## config.mk

```make
export PLATFORM = sky130hd
export DESIGN_NAME = uart_tx_ctrl
export DESIGN_NICKNAME = d
export VERILOG_FILES = /design/src/rtl/uart_tx_pkg.sv /design/src/rtl/uart_tx_parity.sv /design/src/rtl/uart_tx_ctrl.sv
export SDC_FILE = /design/constraint.sdc
export NUM_CORES = 1
export LEC_CHECK = 0
export ABC_CLOCK_PERIOD_IN_PS = 1260
export CAP_MARGIN = 20
export CORE_UTILIZATION = 43
export DETAILED_ROUTE_END_ITERATION = 10
export MAX_ROUTING_LAYER = met4
export PLACE_DENSITY = 0.76
export SLEW_MARGIN = 20
export SYNTH_ARGS = -nofsm -noshare
export SYNTH_HDL_FRONTEND = slang
export SYNTH_SLANG_ARGS = --single-unit
```

## constraint.sdc

```tcl
create_clock -name clk -period 1.26 [get_ports clk]
set_input_delay 0.126 -clock clk [delete_from_list [all_inputs] [get_ports clk]]
set_output_delay 0.126 -clock clk [all_outputs]
set_load 0.05 [all_outputs]
```

## src/rtl/uart_tx_pkg.sv

```systemverilog
// Shared definitions for the UART transmitter front end.
//   - mux_sel field codes, also used by tx_mux
//   - transmit FSM state type
package uart_tx_pkg;

    localparam logic [1:0] MUX_START = 2'b00;
    localparam logic [1:0] MUX_STOP  = 2'b01;
    localparam logic [1:0] MUX_DATA  = 2'b10;
    localparam logic [1:0] MUX_PAR   = 2'b11;

    typedef enum logic [2:0] {
        StIdle,
        StStart,
        StData,
        StParity,
        StStop
    } tx_state_e;

endpackage

```

## src/rtl/uart_tx_parity.sv

```systemverilog
// Combinational parity generator.
//   data     in  WIDTH  word to protect
//   par_typ  in  1      0 = even, 1 = odd
//   par_bit  out 1      parity bit for the word
module uart_tx_parity #(
    parameter int unsigned WIDTH = 8
) (
    input  logic [WIDTH-1:0] data,
    input  logic             par_typ,
    output logic             par_bit
);

    // Odd parity is the inverted even parity (XNOR reduction).
    assign par_bit = (^data) ^ par_typ;

endmodule

```

## src/rtl/uart_tx_ctrl.sv

```systemverilog
// UART transmitter control and datapath front end. One clk cycle is one bit period.
//   clk         in  1      TX bit clock
//   rst         in  1      asynchronous active-low reset
//   P_DATA      in  WIDTH  word to send, sampled on acceptance
//   Data_Valid  in  1      request, honoured only in idle
//   PAR_EN      in  1      insert parity bit after data
//   PAR_TYP     in  1      0 = even, 1 = odd parity
//   mux_sel     out 2      frame-field select for tx_mux
//   ser_data    out 1      current data bit, LSB first
//   par_bit     out 1      parity of the latched word
//   busy        out 1      high from start bit through stop bit
module uart_tx_ctrl
    import uart_tx_pkg::*;
#(
    parameter int unsigned WIDTH = 8
) (
    input  logic             clk,
    input  logic             rst,
    input  logic [WIDTH-1:0] P_DATA,
    input  logic             Data_Valid,
    input  logic             PAR_EN,
    input  logic             PAR_TYP,
    output logic [1:0]       mux_sel,
    output logic             ser_data,
    output logic             par_bit,
    output logic             busy
);

    localparam int unsigned CntW = (WIDTH > 2) ? $clog2(WIDTH) : 1;
    localparam logic [CntW-1:0] CntLast = CntW'(WIDTH - 1);

    tx_state_e        state_q;
    logic [WIDTH-1:0] shreg_q;
    logic [CntW-1:0]  cnt_q;
    logic             par_en_q;
    logic             par_bit_q;
    logic             par_calc;

    uart_tx_parity #(
        .WIDTH (WIDTH)
    ) u_parity (
        .data    (P_DATA),
        .par_typ (PAR_TYP),
        .par_bit (par_calc)
    );

    // Parity type needs no storage of its own: it is folded into par_bit_q at acceptance.
    always_ff @(posedge clk or negedge rst) begin
        if (!rst) begin
            state_q   <= StIdle;
            shreg_q   <= '0;
            cnt_q     <= '0;
            par_en_q  <= 1'b0;
            par_bit_q <= 1'b0;
        end else begin
            unique case (state_q)
                StIdle: begin
                    if (Data_Valid) begin
                        shreg_q   <= P_DATA;
                        par_en_q  <= PAR_EN;
                        par_bit_q <= par_calc;
                        cnt_q     <= '0;
                        state_q   <= StStart;
                    end
                end
                StStart: state_q <= StData;
                StData: begin
                    shreg_q <= shreg_q >> 1;
                    cnt_q   <= cnt_q + CntW'(1);
                    if (cnt_q == CntLast) begin
                        state_q <= par_en_q ? StParity : StStop;
                    end
                end
                StParity: state_q <= StStop;
                StStop:   state_q <= StIdle;
                default:  state_q <= StIdle;
            endcase
        end
    end

    // Shift register bit 0 is a flop, so ser_data carries no combinational logic.
    assign ser_data = shreg_q[0];
    assign par_bit  = par_bit_q;

    always_comb begin
        mux_sel = MUX_STOP;
        busy    = 1'b1;
        unique case (state_q)
            StIdle:   begin mux_sel = MUX_STOP; busy = 1'b0; end
            StStart:  mux_sel = MUX_START;
            StData:   mux_sel = MUX_DATA;
            StParity: mux_sel = MUX_PAR;
            StStop:   mux_sel = MUX_STOP;
            default:  begin mux_sel = MUX_STOP; busy = 1'b0; end
        endcase
    end

endmodule
```

== Word-level counts from Yosys, hierarchy flattened ==
Index checks and enable logic that the tools add are counted.
W data, S select, Z words.

* Reductions and logical operators: 7
* Add/subtract/negate cells: 1
* Eq/ne operators: 7
* Muxes and demuxes: 10
* Bitwise gates (word level): 1

{| class="wikitable"
|+ Operators by type and width
! operator !! number
|-
| $pmux W8 S2 || 1
|-
| $mux W3 || 4
|-
| $pmux W3 S4 || 1
|-
| $mux W8 || 1
|-
| $reduce_xor A8 Y1 || 1
|-
| $eq A3 B2 Y1 const B || 2
|-
| $eq A3 B3 Y1 const B || 2
|-
| $pmux W2 S3 || 1
|-
| $pmux W3 S2 || 1
|-
| $reduce_and A2 Y1 || 3
|-
| $ne A2 B2 Y1 const B || 2
|-
| $reduce_or A4 Y1 || 1
|-
| $add A3 B1 Y3 const B || 1
|-
| $eq A3 B1 Y1 const B || 1
|-
| $logic_not A3 Y1 || 1
|-
| $reduce_bool A2 Y1 || 1
|-
| $mux W1 || 1
|-
| $xor A1 B1 Y1 || 1
|}

* Flip-flop bits (word level): 16
* Output and inout port bits: 5

== Longest topological paths before layout ==
* Depth in word-level cells: 3
* Depth in mapped cells: 5

== By module ==
Synthesis repeated with hierarchy kept, for this count alone.

* Cell total of the unflattened synthesis: 84
* Area total of the unflattened synthesis: 928.4 um^2

{| class="wikitable"
|+ Modules (own cells, without submodules)
! module !! times used !! area each (um^2) !! cells each
|-
| uart_tx_ctrl || 1 || 845.8 || 77
|-
| uart_tx_parity || 1 || 82.6 || 7
|}

== Least setup slack after synthesis ==
No wires, ideal clock.

* Kind: register -> register
* Start point: register state_q[1]
* End point: register state_q[2]
* Slack: -0.230 ns
* Arrival time: 1.415 ns
* Stages on the path, launching flop included: 4
* Data required time: 1.185 ns
* Library setup time: 0.075 ns
* Clock period less this slack: 1.490 ns
* Cells stage by stage: dfrtp_1 -> buf_2 -> nor2b_1 -> nor2b_1

* Cells in the longest elaborated chain, start to end: 3
* Elaborated cells between the ends (all ways): 8

{| class="wikitable"
|+ Ends and longest elaborated chain
! element !! RTL line !! RTL
|-
| start: declaration || uart_tx_ctrl.sv:32 || <nowiki>tx_state_e state_q;</nowiki>
|-
| start signal: assignment || uart_tx_ctrl.sv:50 || <nowiki>state_q <= StIdle;</nowiki>
|-
| start signal: assignment || uart_tx_ctrl.sv:63 || <nowiki>state_q <= StStart;</nowiki>
|-
| start signal: assignment || uart_tx_ctrl.sv:66 || <nowiki>StStart: state_q <= StData;</nowiki>
|-
| $eq A3 B2 Y1 / $logic_not A3 Y1 (equally long branches) || uart_tx_ctrl.sv:56 || <nowiki>unique case (state_q)</nowiki>
|-
| $ne A2 B2 Y1 (no source line) || - ||
|-
| $reduce_and A2 Y1 (no source line) || - ||
|}

Parallel ways exist; a longest one is shown, timed or not.
A chain may end at the register's enable or synchronous reset.

== Worst setup path in the final report ==
* Start point: register state_q[1]
* End point: output port busy

* Cells in the longest elaborated chain, start to end: 3
* Elaborated cells between the ends (all ways): 6

{| class="wikitable"
|+ Ends and longest elaborated chain
! element !! RTL line !! RTL
|-
| $eq A3 B2 Y1, or another cell as far along || uart_tx_ctrl.sv:88 || <nowiki>unique case (state_q)</nowiki>
|-
| $reduce_or A4 Y1 (no source line) * || - ||
|-
| $mux W1 * || uart_tx_ctrl.sv:88 ||
|-
| end: declaration || uart_tx_ctrl.sv:26 || <nowiki>output logic busy</nowiki>
|}

Mark *: on every way between the ends. The rest lies on a longest branch, timed or not.

==> impl_metrics.py <==
metrics = {
    "setup_path": {
        "worstPathBufferInverterCount": 1,
        "path_cells": "nor2_4, xnor2_4, buf_12",
        "cp-end-kind": "primary output",
        "critPathMaxStageDelay_ps": 490,
        "cp.required_ps": 1130,
        "cpMaxStageDelayCell": "dfrtp_2",
        "startpoint_type": "register",
        "critical_path_class": "reg -> out",
        "critPathMaxFanout": 8,
        "cp_data_arrival_time_ps": 1250,
        "crit_family": "flip-flops",
    },
    "synth": {
        "synthMuxAreaShare_pct": 15.2,
        "ys_top_cells_by_count": "dfrtp_1, mux2i_1, nand2_1",
        "yosysSeqAreaShare_pct": 49.2,
        "synth_cell_type_count": 21,
        "ys_top_cells_by_area": "dfrtp_1, mux2i_1, xnor2_1",
        "synth_compound_area_share_pct": 8.46,
        "synth_warnings": 0,
        "synth_top_family_by_area": "multiplexers",
        "synth_top_cell_by_area": "dfrtp_1",
        "synth_ff_type": "dfrtp_1",
        "avgSynthCellArea_um2": 11.1,
        "syn_nets": 88,
        "synth_seq_cells": 16,
        "synth_most_common_cell": "dfrtp_1",
        "synth_fa_ha_area_share_pct": 3.08,
        "yosys.area_share.simple_pct": 10.0,
        "synth_enable_flop_cells": 0,
        "synth_cells": 73,
        "netlist_area_um2": 813,
        "synthArstFlopShare_pct": 100,
        "synth_top_area_share_pct": 49.2,
        "synth-xor-area-share_pct": 11.4,
    },
    "clock_tree": {
        "cts_buffers": 3,
        "numClockSinks": 16,
        "postCtsHoldBufs": 0,
        "clockBufferDepth": 2,
        "clkSlewWorstSetupHoldPaths_ps": 100,
        "clock_latency_ps": 280,
        "cts.htree.levels": 1,
        "cts_tree": "done",
        "cts_root_buf": "clkbuf_4",
    },
    "detailed_routing": {
        "wirelength_met1_um": 758,
        "detail_route.wl_per_cell_um": 12.8,
        "detail_route.first_pass.iterations": 4,
        "vias_per_cell": 4.79,
        "drt_wl_total_mm": 1.65,
        "drtAntennaViolNets": 0,
        "vias": 618,
        "drc": 0,
        "route.met3.wl_um": 37,
        "dr.first_iter.drc_count": 5,
        "wl_met2_um": 840,
        "highest_layer": "met4",
    },
    "sta": {
        "skew_ps": 3.04,
        "period_minus_slack_ps": 1380,
        "timing_worst_slew_pin_value_ps": 206,
        "clock.fmax_mhz": 726,
        "drv_slew": 0,
        "hold_violations": 0,
        "setup_viol": 7,
        "period_share_pct": 109,
        "fin_hold_ws_ps": 149,
        "setup_tns_ps": -433,
        "grt_setup_unrepaired": "true",
        "relSlewSlack_pct": 86.3,
        "setup_slack_ps": -117,
    },
    "cells_and_area": {
        "drive_gt1_share_pct": 34.6,
        "final_util_pct": 71.5,
        "antennaDiodeCount": 0,
        "area_growth_pct": 53.5,
        "fin_nets": 120,
        "final_area_um2": 1250,
    },
    "floorplanning": {
        "die_width_um": 45.5,
        "coreArea_um2": 1750,
        "start_util_pct": 46.6,
        "die_h_um": 45.5,
        "dieArea_um2": 2070,
        "rows": 15,
        "ios": 18,
    },
    "placed_design": {
        "port_buffers": 17,
        "placed_area_um2": 1110,
        "dpl.hpwl_mm": 1.15,
        "place_congestion": 0.755,
        "dp_slack_ps": -421,
    },
    "grt": {
        "grt_max_degree": 17,
        "overflow": 0,
        "first_global_vias": 604,
        "grt_pass1_wl_mm": 2.61,
        "antenna_found_initial": 0,
        "track_usage_pct": 18.7,
    },
    "hold_path": {
        "hold_path_class": "in -> async",
    },
    "pwr": {
        "leakage_uw": 0.000583,
        "p_per_area_nw_per_um2": 2810,
        "ir_drop_uv": 1610,
    },
    "run_status": {
        "violations": "negative setup slack",
        "outcome": "complete, but fails checks",
    },
    "job": {
        "maxCapViolCount": 0,
    },
}
[registers in the layout, summed over array words and instances (netlist names)]
signal,cells
cnt_q,3
state_q,3
shreg_q,8
par_bit,1
par_en_q,1
[report_power, final]
group | switching [uW] | total [uW] | internal, uW | leakage [uW]
Sequential | 200 | 960 | 760 | 0.000198
Combinational | 1050 | 2210 | 1160 | 0.000364
Clock | 167 | 343 | 176 | 0.0000210
Total | 1420 | 3510 | 2100 | 0.000583
[stage by stage]
step / power [uW] / std cells
after detailed placement: 2850 / 118
after floorplan: 2100 / 73
after global placement: 2790 / 118
after CTS: 3330 / 125
after global routing: 3740 / 129
final: 3510 / 129
[placed cells by master (no fill, tap or decap), types with 3 or more instances in the layout]
master / count
dlygate4sd2_1: 4
dfrtp_1: 14
nand2_1: 7
buf_12: 5
clkbuf_4: 3
mux2i_1: 9
clkdlybuf4s50_1: 8
buf_4: 10
o21ai_1: 7
xnor2_1: 4
mux2_2: 3
[worst reg2reg max path, delay by kind of cell, from the launching register on]
| kind | cells | cell delay [ps] |
|---|---|---|
| AND/OR/NAND/NOR | 2 | 230 |
| multiplexers | 1 | 250 |
| buffers and inverters | 3 | 400 |
| flip-flops | 1 | 370 |
[kinds of logic after synthesis]
logic type / count (synthesis)
flip-flops: 16
multiplexers: 12
AO/OA/AOI/OAI: 12
AND/OR/NAND/NOR: 18
buffers and inverters: 4
XOR/XNOR: 9
adder cells (fa/ha/maj): 2
[layout make-up]
cell class	instances	area (um2)
well taps	25	31.3
flip-flops and latches	16	403
inverters	1	3.75
clock buffers	4	36.3
repair buffers	29	313
fillers	130	497
multi-input cells	54	462
[routing by layer]
layer  global-route usage (%)  vias to the layer above
met4                     5.45                        0
met2                     31.4                       10
met1                     22.6                      292
met5                        -                        -
met3                     3.57                        2
li1                         -                      314
[path summary, 6_finish.rpt]
check                                       start                     end  slack (ps)  cells past startpoint
max in group asynchronous                     rst  state_q[1]$_DFFE_PN0P_         920                      2
min in group clk                        P_DATA[0]  shreg_q[0]$_DFFE_PN0P_         300                      3
min                                           rst  state_q[2]$_DFFE_PN0P_         150                      2
min reg2reg                shreg_q[3]$_DFFE_PN0P_  shreg_q[3]$_DFFE_PN0P_         500                      2
max                        state_q[1]$_DFFE_PN0P_                    busy        -120                      3
max reg2reg                state_q[0]$_DFFE_PN0P_    cnt_q[0]$_DFFE_PN0P_         -80                      6
[timing repair]
item	in CTS	in global routing
setup buffers	3	3
setup endpoints to repair	5	17
gates resized for setup	10	14
pin swaps	3	0
gates cloned	0	1
hold endpoints to repair	0	0
Power figures use the tool's default switching activity.
==> variant (same flow settings) <==
`WIDTH` is set to 8 in 2 places; all go to 16.
--- a/src/rtl/uart_tx_parity.sv
+++ b/src/rtl/uart_tx_parity.sv
@@ -3,7 +3,7 @@
 //   par_typ  in  1      0 = even, 1 = odd
 //   par_bit  out 1      parity bit for the word
 module uart_tx_parity #(
-    parameter int unsigned WIDTH = 8
+    parameter int unsigned WIDTH = 16
 ) (
     input  logic [WIDTH-1:0] data,
     input  logic             par_typ,
--- a/src/rtl/uart_tx_ctrl.sv
+++ b/src/rtl/uart_tx_ctrl.sv
@@ -12,7 +12,7 @@
 module uart_tx_ctrl
     import uart_tx_pkg::*;
 #(
-    parameter int unsigned WIDTH = 8
+    parameter int unsigned WIDTH = 16
 ) (
     input  logic             clk,
     input  logic             rst,
Ports: changed (resized P_DATA); port bits go from 18 to 26. The function was not compared with the original's and may differ.
==> variant against the unedited design <==
The run still ends with setup timing left; design area is 63% higher; wire length increased by 91%; sequential cell count grew 9; synthesized cell count up 74%; count of clock-buffer cells in the layout is the same; area after synthesis is 60% higher; worst setup slack worse by 0.10 ns; total power up 55%; sequential share of layout area is 1.3 points lower; largest power group unchanged.
==> variant: results (changes against the unedited design) <==
| Metric | Value |
|---|---|
| Final setup viols | 25 (was 7) |
| Post-route clock skew | 0.007803 ns (was 0.003038 ns) |
| Status | finished with violations (unchanged) |
| Failing checks | setup timing (unchanged) |
| Pin count of the biggest net entering global routing | 27 (was 17) |
| YS warnings | 0 (unchanged) |
| Setup tns final | -3.111 ns (was -0.4335 ns) |
| Synth Net Count | 149 (was 88) |
| Antenna diodes | 0 (unchanged) |
| Non-filler cells, final | 206 (was 129) |
| Synth cell types | 25 (was 21) |
| Worst path arrival time | 1.35 ns (was 1.25 ns) |
| Placed Area | 0.001735 mm^2 (was 0.001109 mm^2) |
| CTS max path bufs | 2 (unchanged) |
| Static Leak | 0.9237 nW (was 0.5831 nW) |
| GRT overflow | 0 (unchanged) |
| Crit path max fanout | 3 (was 8) |
| Routed Wire Length | 3137 um (was 1645 um) |
| HPWL after DPL | 1804 um (was 1155 um) |
| Syn Area/Cell | 10.26 um^2 (was 11.14 um^2) |
| Via Count | 1081 (was 618) |
| Peak VDD IR | 1.178 mV (was 1.608 mV) |
| Clock slew at reported path FFs | 0.13 ns (was 0.10 ns) |
| Final WS setup | -0.2193 ns (was -0.1172 ns) |
| Global Route Usage Sum | 0.1947 (was 0.1867) |
| Synth top area cells | dfrtp_1 (48%), mux2i_1 (13%), xnor2_1 (8.7%), o21ai_0 (7.3%), nand2_1 (5.5%) (was dfrtp_1 (49%), mux2i_1 (11%), xnor2_1 (6.5%), o21ai_0 (4.3%), mux2_2 (4.2%)) |
| Most frequent cells after synthesis | dfrtp_1 (25), nand2_1 (19), o21ai_0 (19) (was dfrtp_1 (16), mux2i_1 (9), nand2_1 (8)) |
| Worst-skew pair later-pin latency | 0.31 ns (was 0.28 ns) |
| Worst-margin pin slew | 0.3494 ns (was 0.2062 ns) |
| Root buffer cell | clkbuf_4 (unchanged) |
| H-tree depth | 1 (unchanged) |
| Vias in the first global route | 1042 (was 604) |
| Class of the worst hold path | in2async (unchanged) |
| Total CTS buffers | 3 (unchanged) |
| Seq/Total Area, Yosys | 0.4803 (was 0.4923) |
| CP max-delay cell | dfrtp_2 (unchanged) |
| Share of cells above drive strength 1 | 0.2571 (was 0.3462) |
| CP delay by family, top | flip-flops (unchanged) |
| Iteration-0 DRC Markers | 15 (was 5) |
| PortBufs | 25 (was 17) |
| First-pass GRT wire length | 4636 um (was 2608 um) |
| Nets | 198 (was 120) |
| Critical Path Max Stage Delay | 0.46 ns (was 0.49 ns) |
| Initial antenna violation count | 0 (unchanged) |
| Async set-reset flop share out of synthesis | 1.000 (unchanged) |
| First-pass detailed-route iteration total | 4 (unchanged) |
| Largest regs | shreg_q (16), cnt_q (4), state_q (3) (was shreg_q (8), cnt_q (3), state_q (3)) |
| Placed cells | 187 (was 118) |
| Routability cong. | 0.7735 (was 0.7546) |
-- variant: path summary, 6_finish.rpt --
kind	start	endpoint	slack (ns)	depth (start not counted)
min	rst	shreg_q[0]$_DFFE_PN0P_	0.16	2
max	state_q[0]$_DFFE_PN0P_	mux_sel[0]	-0.22	4
max reg2reg	state_q[0]$_DFFE_PN0P_	par_en_q$_DFFE_PN0P_	-0.18	5
min in group clk	PAR_EN	par_en_q$_DFFE_PN0P_	0.44	2
min reg2reg	shreg_q[7]$_DFFE_PN0P_	shreg_q[7]$_DFFE_PN0P_	0.50	2
max in group asynchronous	rst	state_q[2]$_DFFE_PN0P_	0.83	2
-- variant: cell type report --
class	instances	area (um^2)
Clock buffer	4	26.28
Tap cell	31	38.79
Sequential cell	25	629.4
Timing Repair Buffer	45	536.8
Inverter	1	3.754
Fill cell	197	774.5
Multi-Input combinational cell	100	795.8
-- variant: kinds of logic after synthesis --
group / after synthesis / share of synthesized area
flops: 25 / 0.4803
fa+ha+maj: 1 / 0.009605
buf+inv: 6 / 0.02210
compound gates: 24 / 0.09799
simple gates: 36 / 0.1259
mux: 18 / 0.1393
xor+xnor: 17 / 0.1249
-- variant: routing by layer --
metal / share of wire / global-route usage / vias up
met5: 0 / - / -
met4: 0.0057 / 0.04181 / 0
met3: 0.033 / 0.02721 / 4
met2: 0.56 / 0.3563 / 24
met1: 0.40 / 0.2267 / 517
li1: - / - / 536
-- variant: power by group --
part	leakage (nW)	internal (mW)	switching, mW	total, mW
clock	0.0150	0.124	0.223	0.347
sequential	0.310	1.17	0.281	1.45
combinational	0.599	1.89	1.75	3.64
-- variant: metrics by stage --
step / worst slack (ns) / power [mW]
global placement: -0.4214 / 3.956
CTS: -0.1517 / 4.820
finish: -0.2193 / 5.443
global route: -0.2837 / 5.774
floorplan: 0.02547 / 3.054
detailed placement: -0.4515 / 4.029
-- variant: what timing repair did --
action | 4_1_cts | 5_1_grt
gates resized for setup | 15 | 20
gates cloned | 2 | 5
endpoints found under the setup margin | 19 | 26
pin swaps | 3 | 3
setup buffers | 5 | 3
